## src/rtl/mmm_defs.sv

```systemverilog
// Shared defaults and constant helpers for the Montgomery operand path.
package mmm_defs;

    localparam int DEF_WIDTH  = 8;
    localparam int DEF_NUM_CH = 4;

    // Number of bits needed to encode value distinct indices.
    function automatic int clog2(input int value);
        int result;
        result = 0;
        for (int v = value - 1; v > 0; v = v >> 1) begin
            result = result + 1;
        end
        return result;
    endfunction

endpackage

```

## src/rtl/rr_arbiter.sv

```systemverilog
// Single-grant arbiter: lowest-index priority by default, round-robin with a
// last-served pointer when OPERAND_MUX_RR_EN is defined.
module rr_arbiter
    import mmm_defs::*;
#(
    parameter int NUM_CH = DEF_NUM_CH,
    parameter int CH_W   = clog2(DEF_NUM_CH)
) (
    input  logic              clk,
    input  logic              rst_n,
    input  logic [NUM_CH-1:0] req,
    input  logic              en,
    input  logic              advance,
    output logic [NUM_CH-1:0] gnt,
    output logic [CH_W-1:0]   index
);

`ifdef OPERAND_MUX_RR_EN
    logic [CH_W-1:0] last_r;

    // Rotating search that starts one past the most recently served channel.
    always_comb begin
        logic            found;
        int              cand;
        logic [CH_W-1:0] cand_idx;
        gnt      = '0;
        index    = '0;
        found    = 1'b0;
        cand     = 0;
        cand_idx = '0;
        for (int k = 1; k <= NUM_CH; k++) begin
            cand = int'(last_r) + k;
            if (cand >= NUM_CH) begin
                cand = cand - NUM_CH;
            end else begin
                cand = cand;
            end
            cand_idx = CH_W'(cand);
            if (en && !found && req[cand_idx]) begin
                found         = 1'b1;
                gnt[cand_idx] = 1'b1;
                index         = cand_idx;
            end else begin
                found = found;
            end
        end
    end

    // The pointer only moves when the granted word is actually taken.
    always_ff @(posedge clk or negedge rst_n) begin
        if (!rst_n) begin
            last_r <= CH_W'(NUM_CH - 1);
        end else if (advance) begin
            last_r <= index;
        end else begin
            last_r <= last_r;
        end
    end
`else
    logic unused_s;
    assign unused_s = ^{clk, rst_n, advance};

    // Scan from the top down so the lowest requesting index is written last.
    always_comb begin
        gnt   = '0;
        index = '0;
        for (int k = NUM_CH - 1; k >= 0; k--) begin
            if (en && req[k]) begin
                gnt   = NUM_CH'(1) << k;
                index = CH_W'(k);
            end else begin
                gnt   = gnt;
                index = index;
            end
        end
    end
`endif

endmodule

```

## src/rtl/operand_mux_arb.sv

```systemverilog
// N:1 arbitrated operand multiplexer with a 2-entry {channel, data} output buffer.
// Optional feature macro: OPERAND_MUX_RR_EN selects round-robin arbitration.
module operand_mux_arb
    import mmm_defs::*;
#(
    parameter  int WIDTH  = DEF_WIDTH,
    parameter  int NUM_CH = DEF_NUM_CH,
    localparam int CH_W   = clog2(NUM_CH)
) (
    input  logic                    clk,
    input  logic                    rst_n,
    input  logic [NUM_CH*WIDTH-1:0] in_data,
    input  logic [NUM_CH-1:0]       in_valid,
    output logic [NUM_CH-1:0]       in_ready,
    output logic [WIDTH-1:0]        out_data,
    output logic [CH_W-1:0]         out_ch,
    output logic                    out_valid,
    input  logic                    out_ready,
    output logic                    busy
);

    localparam int ENT_W = WIDTH + CH_W;

    logic [1:0]        count_r;
    logic [1:0]        count_nxt_s;
    logic [ENT_W-1:0]  head_r;
    logic [ENT_W-1:0]  tail_r;
    logic              space_s;
    logic              push_s;
    logic              pop_s;
    logic [NUM_CH-1:0] gnt_s;
    logic [CH_W-1:0]   gidx_s;
    logic [ENT_W-1:0]  gent_s;

    // Space comes from the registered count only, so out_ready never reaches in_ready.
    assign space_s = (count_r < 2'd2);

    rr_arbiter #(
        .NUM_CH (NUM_CH),
        .CH_W   (CH_W)
    ) u_arb (
        .clk     (clk),
        .rst_n   (rst_n),
        .req     (in_valid),
        .en      (space_s & rst_n),
        .advance (push_s),
        .gnt     (gnt_s),
        .index   (gidx_s)
    );

    assign in_ready  = gnt_s;
    assign push_s    = |gnt_s;
    assign pop_s     = out_valid & out_ready;
    assign gent_s    = {gidx_s, in_data[int'(gidx_s) * WIDTH +: WIDTH]};

    assign out_valid = (count_r != 2'd0);
    assign busy      = (count_r != 2'd0);
    assign out_data  = head_r[WIDTH-1:0];
    assign out_ch    = head_r[ENT_W-1:WIDTH];

    // Occupancy update; a simultaneous push and pop leaves it unchanged.
    always_comb begin
        count_nxt_s = count_r;
        if (push_s && !pop_s) begin
            count_nxt_s = count_r + 2'd1;
        end else if (pop_s && !push_s) begin
            count_nxt_s = count_r - 2'd1;
        end else begin
            count_nxt_s = count_r;
        end
    end

    // Head drives the outputs and holds when empty; tail fills only behind a stalled head.
    always_ff @(posedge clk or negedge rst_n) begin
        if (!rst_n) begin
            count_r <= 2'd0;
            head_r  <= '0;
            tail_r  <= '0;
        end else begin
            count_r <= count_nxt_s;
            case (count_r)
                2'd0: begin
                    if (push_s) begin
                        head_r <= gent_s;
                    end else begin
                        head_r <= head_r;
                    end
                end
                2'd1: begin
                    if (push_s && pop_s) begin
                        head_r <= gent_s;
                    end else if (push_s) begin
                        tail_r <= gent_s;
                    end else begin
                        head_r <= head_r;
                    end
                end
                2'd2: begin
                    if (pop_s) begin
                        head_r <= tail_r;
                    end else begin
                        head_r <= head_r;
                    end
                end
                default: begin
                    head_r <= head_r;
                    tail_r <= tail_r;
                end
            endcase
        end
    end

endmodule

```

## config.mk

```make
export PLATFORM = sky130hd
export DESIGN_NAME = operand_mux_arb
export DESIGN_NICKNAME = d
export VERILOG_FILES = /design/src/rtl/mmm_defs.sv /design/src/rtl/rr_arbiter.sv /design/src/rtl/operand_mux_arb.sv
export SDC_FILE = /design/constraint.sdc
export NUM_CORES = 1
export LEC_CHECK = 0
export BUFFER_PORTS_ARGS = -buffer_cell sky130_fd_sc_hd__buf_2
export CAP_MARGIN = 10
export CORE_ASPECT_RATIO = 1.2
export CORE_UTILIZATION = 44
export DETAILED_ROUTE_END_ITERATION = 12
export GPL_TIMING_DRIVEN = 1
export HOLD_SLACK_MARGIN = 0.15
export PLACE_DENSITY = 0.76
export SLEW_MARGIN = 10
export SYNTH_ARGS = -nofsm -noshare
export SYNTH_HDL_FRONTEND = slang
export SYNTH_SLANG_ARGS = --single-unit
```

## constraint.sdc

```tcl
create_clock -name clk -period 2 [get_ports clk]
set_clock_uncertainty 0.1 [all_clocks]
set_input_delay 0.1 -clock clk [delete_from_list [all_inputs] [get_ports clk]]
set_output_delay 0.1 -clock clk [all_outputs]
set_load 0.1 [all_outputs]
```

==> run metrics, run 1 <==
final worst slack -0.0527 ns; failing checks negative setup slack; chip width 53.8 um; # setup viols final 10; Max-Cap Viols 0; WL/cell between 10 and 15 um; Worst Hold Launch in_data[24]; syn nets about 200; worst hold path type in -> reg; logic gate share of total power 0.707; syn_area_per_cell approximately 9.2 um^2; post-route ant nets 0; total power divided by cell area between 1500 and 2000 nW/um^2; fin area ~2200 um^2; RSZ-0062 raised after global routing true; Num CTS Buffers 3; Synth area leaders dfrtp_1 39%, nand2_1 10%, ha_1 5.3%; via count between 1000 and 1500; Skew-Pair Late Insertion Delay 0.30 ns; worst vdd ir around 1800 uV; core area just over 3000 um^2; H-tree Lvls 1; area taken by multi-input logic gates between 900 and 1000 um^2; drt pass-1 iters 4; routability congestion estimate just over 0.9; Slew Viols, Final 0; Mapped Area 1420 um^2; cell taking the most area after synthesis dfrtp_1; status complete, but fails checks; Post-Syn Instances 153; max_slew headroom 0.676; IO Pins 55; sequential share of power 0.205; Max Buffers Root-to-Sink 2; die outline height 64.1 um; total grt overflow 0; vias in the first global route 1387; min Tclk post-route between 2 and 2.5 ns; DR vias/cell 5.42; EDFF count, synth 0; Tcrit/Tclk final 1.03; initial core utilization 0.463; FMAX around 0.49 GHz; Yosys Warn Count 0; Setup crit end kind flop; Placement Cell Area around 1900 um^2; crit-path cells inv_2 -> ha_4 -> clkinvlp_4 -> nand2_2 -> inv_2 -> ha_4 -> inv_2 -> a21oi_4 -> o21ai_4 -> buf_12 -> buf_8 -> a221o_1; Psw approximately 2 mW; Placement Rows 22; Slew @ Worst Pin 0.484 ns; P_leak 1.08 nW; synth unique cells 33; Final HPWL DP between 2000 and 3000 um; clk sinks 22; Clock Root Buffer clkbuf_4; hold_ws 0.156 ns; Crit Path Max Fanout 6; Critical path origin count_r[1]; Post-synth ARST share 1.00; Port Buffers 54; element type at the critical path start flop; Worst Setup Path Type reg -> reg; CTS tree yes; most common flop cell mapped by yosys dfrtp_1; Synth top area share 0.389; max incr delay on CP ~0.44 ns; first-pass GRT wire length between 5000 and 6000 um; clock-pin slew on the worst setup and hold paths between 0.1 and 0.15 ns; CP arrival roughly 2.2 ns; initial antenna violation count 1; DR iter-0 viols ~50; Final nets between 200 and 300; Total Routing Usage GR 0.232; DRC 0; sequential fraction of the synthesis area 0.389; switching share of total power 0.507; Post-Layout Cell Count ~270; Synth Register Bits 22; reg2reg start count_r[1]; largest net degree at the start of global routing 18; share of cells above drive strength 1 0.521; internal power about 1.9 mW; die area 3450 um^2; Area Overhead vs Synth 55.9%; Crit-path slowest cell dfrtp_2; placed insts 250; CP most frequent cell inv_2; final wirelength 4000 um; clock share of power 0.088; dpl ws -0.0211 ns; fill count roughly 230; Seq. cell area approximately 550 um^2; worst path required time between 2 and 2.5 ns; Final Hold Fails 0
final cells by class:
type | count | area share
Sequential cell | 22 | 0.250
Clock inverter | 1 | 0.0136
Timing Repair Buffer | 87 | 0.283
Multi-Input combinational cell | 117 | 0.410
Clock buffer | 3 | 0.0102
Inverter | 6 | 0.0119
Tap cell | 36 | 0.0204
Antenna cell | 1 | 0.00113
registers in the layout, summed over array words and instances (netlist names):
name	flops
tail_r	10
count_r	2
head_r	10
path summary, 6_finish.rpt:
path / to / slack [ns] / cells past startpoint
min in group asynchronous: tail_r[4] / 0.22 / 3
max in group asynchronous: tail_r[8] / 1.32 / 3
worst max-delay path: head_r[6] / -0.05 / 12
worst min register to register: tail_r[1] / 0.40 / 2
worst min-delay path: head_r[0] / 0.16 / 4
worst max register to register: head_r[6] / -0.05 / 12
layer usage:
metal | share of wire | global-route usage
met1 | 0.42 | 0.280
met2 | 0.51 | 0.401
met3 | 0.037 | 0.0214
met4 | 0.029 | 0.0987
met5 | 0 | 0
critical path: cells and delay by family, from the launching register on:
| family | cells | cell delay, ns |
|---|---|---|
| simple gates | 1 | 0.06 |
| buf+inv | 6 | 0.51 |
| flops | 1 | 0.44 |
| fa+ha+maj | 2 | 0.29 |
| compound gates | 3 | 0.56 |
metrics by stage:
step | setup TNS (ns) | util | power [mW]
final | -0.334 | 0.722 | 3.90
after global placement | 0 | 0.609 | 3.00
after detailed placement | -0.0525 | 0.609 | 3.05
after global routing | -1.20 | 0.722 | 4.11
after floorplan | -5.04 | - | 2.62
after CTS | 0 | 0.650 | 3.40
cells in the mapped netlist, types with 2 or more instances:
cell type   n
a32o_2      2
nand2_1    39
o21ai_1     2
mux2_1      2
buf_6       3
o21ai_0     5
mux2i_1     2
a32oi_1     6
a21oi_1    12
a221o_1     6
buf_2       2
and2_2      5
inv_1       6
mux2_2      4
dfrtp_1    22
ha_1        6
o31ai_2     2
o21ai_2     3
nor2_1     10
cells by family (layout without fill, tap and decap cells):
logic type      Yosys count  count (layout)  share of synthesized area
xor+xnor                  2               2                     0.0124
simple gates             61              61                      0.200
mux                       8               8                     0.0619
flops                    22              22                      0.389
compound gates           39              40                      0.210
fa+ha+maj                 6               6                     0.0530
buf+inv                  15              97                     0.0743
other cells               0               1                          0
power groups by stage:
stage               Sequential [mW]  Clock (mW)  Combinational, mW
floorplan                      1.47           0               1.15
global placement              0.794           0               2.20
detailed placement            0.807           0               2.24
CTS                           0.798       0.344               2.26
global route                  0.820       0.367               2.92
finish                        0.798       0.344               2.76
cells in the final DEF (no fill, tap or decap), types with 4 or more instances in the layout:
| master | Yosys | routed |
|---|---|---|
| mux2_2 | 4 | 4 |
| dfrtp_1 | 22 | 21 |
| inv_2 | 0 | 4 |
| dlygate4sd3_1 | 0 | 7 |
| ha_1 | 6 | 4 |
| a21oi_1 | 12 | 11 |
| a221o_1 | 6 | 6 |
| nand2_1 | 39 | 37 |
| a32oi_2 | 0 | 4 |
| nor2_1 | 10 | 8 |
| and2_2 | 5 | 5 |
| buf_2 | 2 | 51 |
| buf_12 | 1 | 5 |
| buf_4 | 1 | 19 |
| clkbuf_4 | 1 | 4 |
| o21ai_1 | 2 | 4 |
what timing repair did:
action | CTS | global route
setup buffers | 0 | 10
setup endpoints to repair | 6 | 15
hold endpoints to repair | 26 | 0
cloned | 0 | 1
gates resized for setup | 2 | 25
hold buffers | 7 | 0
pin swaps | 0 | 8
(Power assumes the default switching activity.)
==> run 2: changes to the inputs <==
Settings changed: GPL_TIMING_DRIVEN 1 to 0, SLEW_MARGIN 10 to unset.
==> run metrics, run 2 (synthesized netlist as in run 1, its figures left out) <==
status complete, but fails checks; failing checks negative setup slack; Setup crit end kind flop; WL/cell about 14 um; Worst Hold Launch in_data[25]; post-route ant nets 0; CP arrival roughly 2.1 ns; placed insts 243; DR vias/cell ~5.4; Skew-Pair Late Insertion Delay 0.30 ns; min Tclk post-route between 2 and 2.5 ns; most common cell after layout, fill and taps aside buf_2; clock-pin slew on the worst setup and hold paths around 0.12 ns; Crit Path Max Fanout 6; Final Hold Fails 0; Tot Pwr 3.43 mW; DRC 0; Post-Layout Cell Count 260; crit-path cells inv_2 -> ha_4 -> clkinvlp_4 -> nand2_2 -> inv_2 -> ha_4 -> inv_2 -> a21oi_4 -> o21ai_4 -> buf_6 -> mux2i_2 -> o31ai_2; Crit-path slowest cell dfrtp_2; max_slew headroom 0.342; total power divided by cell area 1730 nW/um^2; # setup viols final 1; drt pass-1 iters 4; Area Overhead vs Synth 39.9%; RSZ-0062 raised after global routing true; element type at the critical path start flop; n_diodes 0; Critical path origin count_r[1]; chip width 53.8 um; final wirelength roughly 3800 um; TNS Setup -0.000192 ns; initial antenna violation count 0; Worst Setup Path Type reg -> reg; Max Buffers Root-to-Sink 2; hold_ws around 0.17 ns; Tcrit/Tclk final 1.00; initial core utilization 0.463; largest net degree at the start of global routing 23; CTS tree yes; Regs by FF count head_r (10), tail_r (10), count_r (2); Num CTS Buffers 3; share of cells above drive strength 1 0.473; Clock Root Buffer clkbuf_4; worst vdd ir approximately 1500 uV; via count around 1400; reg2reg start count_r[1]; FMAX ~0.50 GHz; Max-Cap Viols 0; Placement Rows 22; worst hold path type in -> reg; clk sinks 22; final worst slack -0.000192 ns; R2R setup slack -0.0002 ns; CP most frequent cell inv_2; core area between 3000 and 4000 um^2; Total Routing Usage GR 0.221; P_leak ~0.98 nW; Placement Cell Area between 1500 and 2000 um^2; routability congestion estimate 0.801; IO Pins 55; H-tree Lvls 1; total grt overflow 0; first-pass GRT wire length roughly 5600 um; Final nets 270; fin area 1980 um^2; Slew @ Worst Pin 0.984 ns; most frequent cells in the layout 54 x buf_2, 37 x nand2_1, 20 x dfrtp_1, 11 x a21oi_1, 9 x dlygate4sd3_1; die outline height approximately 64 um; DR iter-0 viols 53; Final HPWL DP roughly 2500 um; max incr delay on CP 0.48 ns; worst path required time approximately 2.1 ns; Slew Viols, Final 0; Port Buffers 54; die area roughly 3400 um^2; vias in the first global route approximately 1300
-- run 2: cell types whose count changed in the layout (fill, tap and decap cells not counted), sizes merged --
cell | previous run | this run
o21a | 2 | 1
diode | 1 | 0
buf | 79 | 66
dlygate4sd3 | 7 | 9
clkbuf | 4 | 5
bufinv | 1 | 0
-- run 2: repair_timing --
action,CTS,global route
cloned,0,1
endpoints found under the setup margin,8,11
resized for setup,2,9
pin swaps,0,3
setup buffers,1,2
endpoints found under the hold margin,27,0
hold buffers,9,0
-- run 2: area by class of cell --
class | instances | area, um^2
multi-input combinational | 116 | 830
sequential | 22 | 553
buffer | 9 | 98.8
inverter | 6 | 26.3
timing repair buffer | 67 | 390
clock buffer | 4 | 36.3
tap | 36 | 45.0
fill | 273 | 1080
-- run 2: where the power goes --
group	switching, mW	internal (mW)	total, mW
clock network	0.132	0.111	0.243
logic	1.62	0.762	2.38
registers	0.133	0.667	0.800
-- run 2: metal layers --
| metal | routed length [um] | GRT usage | vias up |
|---|---|---|---|
| met2 | 1900 | 0.370 | 48 |
| li1 | - | - | 678 |
| met1 | 1640 | 0.279 | 670 |
| met4 | 42 | 0.0724 | 0 |
| met5 | 0 | 0 | - |
| met3 | 165 | 0.0357 | 6 |
-- run 2: path summary, 6_finish.rpt --
| check | endpoint | cells after the start |
|---|---|---|
| max | head_r[1] | 12 |
| min | head_r[1] | 4 |
| max reg2reg | head_r[1] | 12 |
| min reg2reg | head_r[9] | 2 |
| max in group asynchronous | count_r[0] | 2 |
| min in group asynchronous | head_r[9] | 2 |
-- run 2: worst max-delay path, delay by kind of cell, from the launching register on --
family	cells	cell delay, ns
compound gates	3	0.24
fa+ha+maj	2	0.29
simple gates	1	0.07
buf+inv	5	0.46
flops	1	0.48
mux	1	0.25
-- run 2: through the flow --
step,utilization,setup WS (ns)
after floorplan,-,-0.368
after global placement,0.584,-0.168
after detailed placement,0.584,-0.178
after CTS,0.629,0.0200
after global routing,0.648,-0.0880
final,0.648,-0.000192
==> run 3: changes to the inputs <==
Settings changed: CAP_MARGIN 10 to unset, CORE_UTILIZATION 44 to 45, PLACE_DENSITY 0.76 to 0.75.
Clock period 2 ns to 1.9 ns, I/O delays scaled along.
==> run metrics, run 3 (synthesized netlist as in run 1, its figures left out) <==
Placement Rows 21; via count approximately 1400; clk sinks 22; dpl ws -0.282 ns; R2R setup slack -0.12 ns; min Tclk post-route just over 2 ns; Port Buffers between 50 and 60; H-tree Lvls 1; Slew @ Worst Pin roughly 0.97 ns; CP endpoint head_r[7]; max_slew headroom 0.353; vias in the first global route 1303; largest net degree at the start of global routing 23; drt pass-1 iters 4; failing checks negative setup slack; Critical path origin count_r[1]; Worst Setup Path Type reg -> reg; worst vdd ir 1310 uV; clock-pin slew on the worst setup and hold paths 0.13 ns; n_diodes 0; CP arrival about 2.1 ns; initial core utilization 0.490; worst path required time 2.02 ns; Max Buffers Root-to-Sink 2; Tcrit/Tclk final 1.06; # setup viols final 16; Clock Root Buffer clkbuf_4; Area Overhead vs Synth 57.6%; Num CTS Buffers 3; DR vias/cell about 5.5; core area between 2000 and 3000 um^2; total power divided by cell area between 1500 and 2000 nW/um^2; max incr delay on CP ~0.48 ns; hold_ws 0.175 ns; routability congestion estimate 0.759; Max-Cap Viols 0; WL/cell between 15 and 20 um; fill count between 150 and 200; RSZ-0062 raised after global routing true; final worst slack -0.115 ns; chip width around 53 um; first-pass GRT wire length 5870 um; FMAX a little under 0.5 GHz; DR iter-0 viols 70; Setup crit end kind flop; final wirelength roughly 4300 um; Regs by FF count head_r (10), tail_r (10), count_r (2); element type at the critical path start flop; IO Pins 55; Skew-Pair Late Insertion Delay 0.32 ns; share of cells above drive strength 1 0.539; reg2reg start count_r[1]; Final Util 0.771; status complete, but fails checks; Worst Hold Launch in_data[13]; Total Routing Usage GR 0.246; worst hold path type in -> reg; TNS Setup -1.09 ns; die area between 3000 and 4000 um^2; post-route ant nets 0; most frequent cells in the layout 51 x buf_2, 34 x nand2_1, 21 x dfrtp_1, 9 x dlygate4sd3_1; CP most frequent cell inv_2; Crit-path slowest cell dfrtp_2; P_leak around 1.1 nW; Final HPWL DP around 2800 um; DRC 0; RR Endpoint head_r[7]; cells on worst reg2reg path 11; crit-path cells inv_2 -> ha_4 -> clkinvlp_4 -> nand2_2 -> inv_2 -> ha_4 -> inv_2 -> a21oi_4 -> o21ai_4 -> buf_6 -> a221o_1; Crit Path Max Fanout 7; CTS tree yes; Slew Viols, Final 0; total grt overflow 0; Final Hold Fails 0; die outline height between 60 and 70 um; most common cell after layout, fill and taps aside buf_2; initial antenna violation count 0; Final nets 276
==> run 3: how the worst min path moves through the flow <==
stage                             to  cells past startpoint  slack (ns)
after floorplan           count_r[0]                      0       -0.30
after global placement     head_r[0]                      1       0.003
after detailed placement   head_r[0]                      1       0.002
after CTS                  tail_r[0]                      4        0.16
after global routing       head_r[5]                      4        0.17
final                      head_r[5]                      4        0.18
==> run 3: what timing repair did <==
item | 4_1_cts | 5_1_grt
pin swaps | 9 | 13
resized for setup | 13 | 31
hold endpoints to repair | 27 | 0
setup buffers | 6 | 2
setup endpoints to repair | 20 | 20
gates cloned | 1 | 2
hold buffers | 9 | 0
==> run 3: critical path: cells and delay by family, from the launching register on <==
kind            cells  cell delay [ns]
flops               1             0.48
simple gates        1             0.06
fa+ha+maj           2             0.30
compound gates      3             0.57
buf+inv             5             0.40
==> run 3: through the flow <==
step / instance area (um^2) / cells / power [mW]
after floorplan: 1470 / 153 / 2.76
after global placement: 1780 / 241 / 3.10
after detailed placement: 1780 / 241 / 3.18
after CTS: 2030 / 261 / 3.70
after global routing: 2230 / 264 / 4.09
final: 2230 / 264 / 3.91
==> run 3: power by group <==
group / internal [mW] / total, mW / leakage (nW) / switching, mW
logic: 0.901 / 2.69 / 0.779 / 1.79
registers: 0.701 / 0.847 / 0.274 / 0.146
clock network: 0.214 / 0.368 / 0.0279 / 0.155
==> run 3: final cells by class <==
type / instances / area (um^2) / area share
plain buffers: 9 / 105 / 0.0471
clock inverters: 1 / 30.0 / 0.0135
clock buffers: 3 / 22.5 / 0.0101
well taps: 34 / 42.5 / 0.0191
repair buffers: 72 / 477 / 0.214
flip-flops and latches: 22 / 552 / 0.247
inverters: 6 / 26.3 / 0.0118
multi-input cells: 117 / 975 / 0.437
==> run 3: layer usage <==
layer | vias up | share of wire | global-route usage
met5 | - | 0 | 0
met1 | 674 | 0.39 | 0.286
met2 | 71 | 0.51 | 0.429
met3 | 11 | 0.067 | 0.0435
li1 | 690 | - | -
met4 | 0 | 0.025 | 0.102
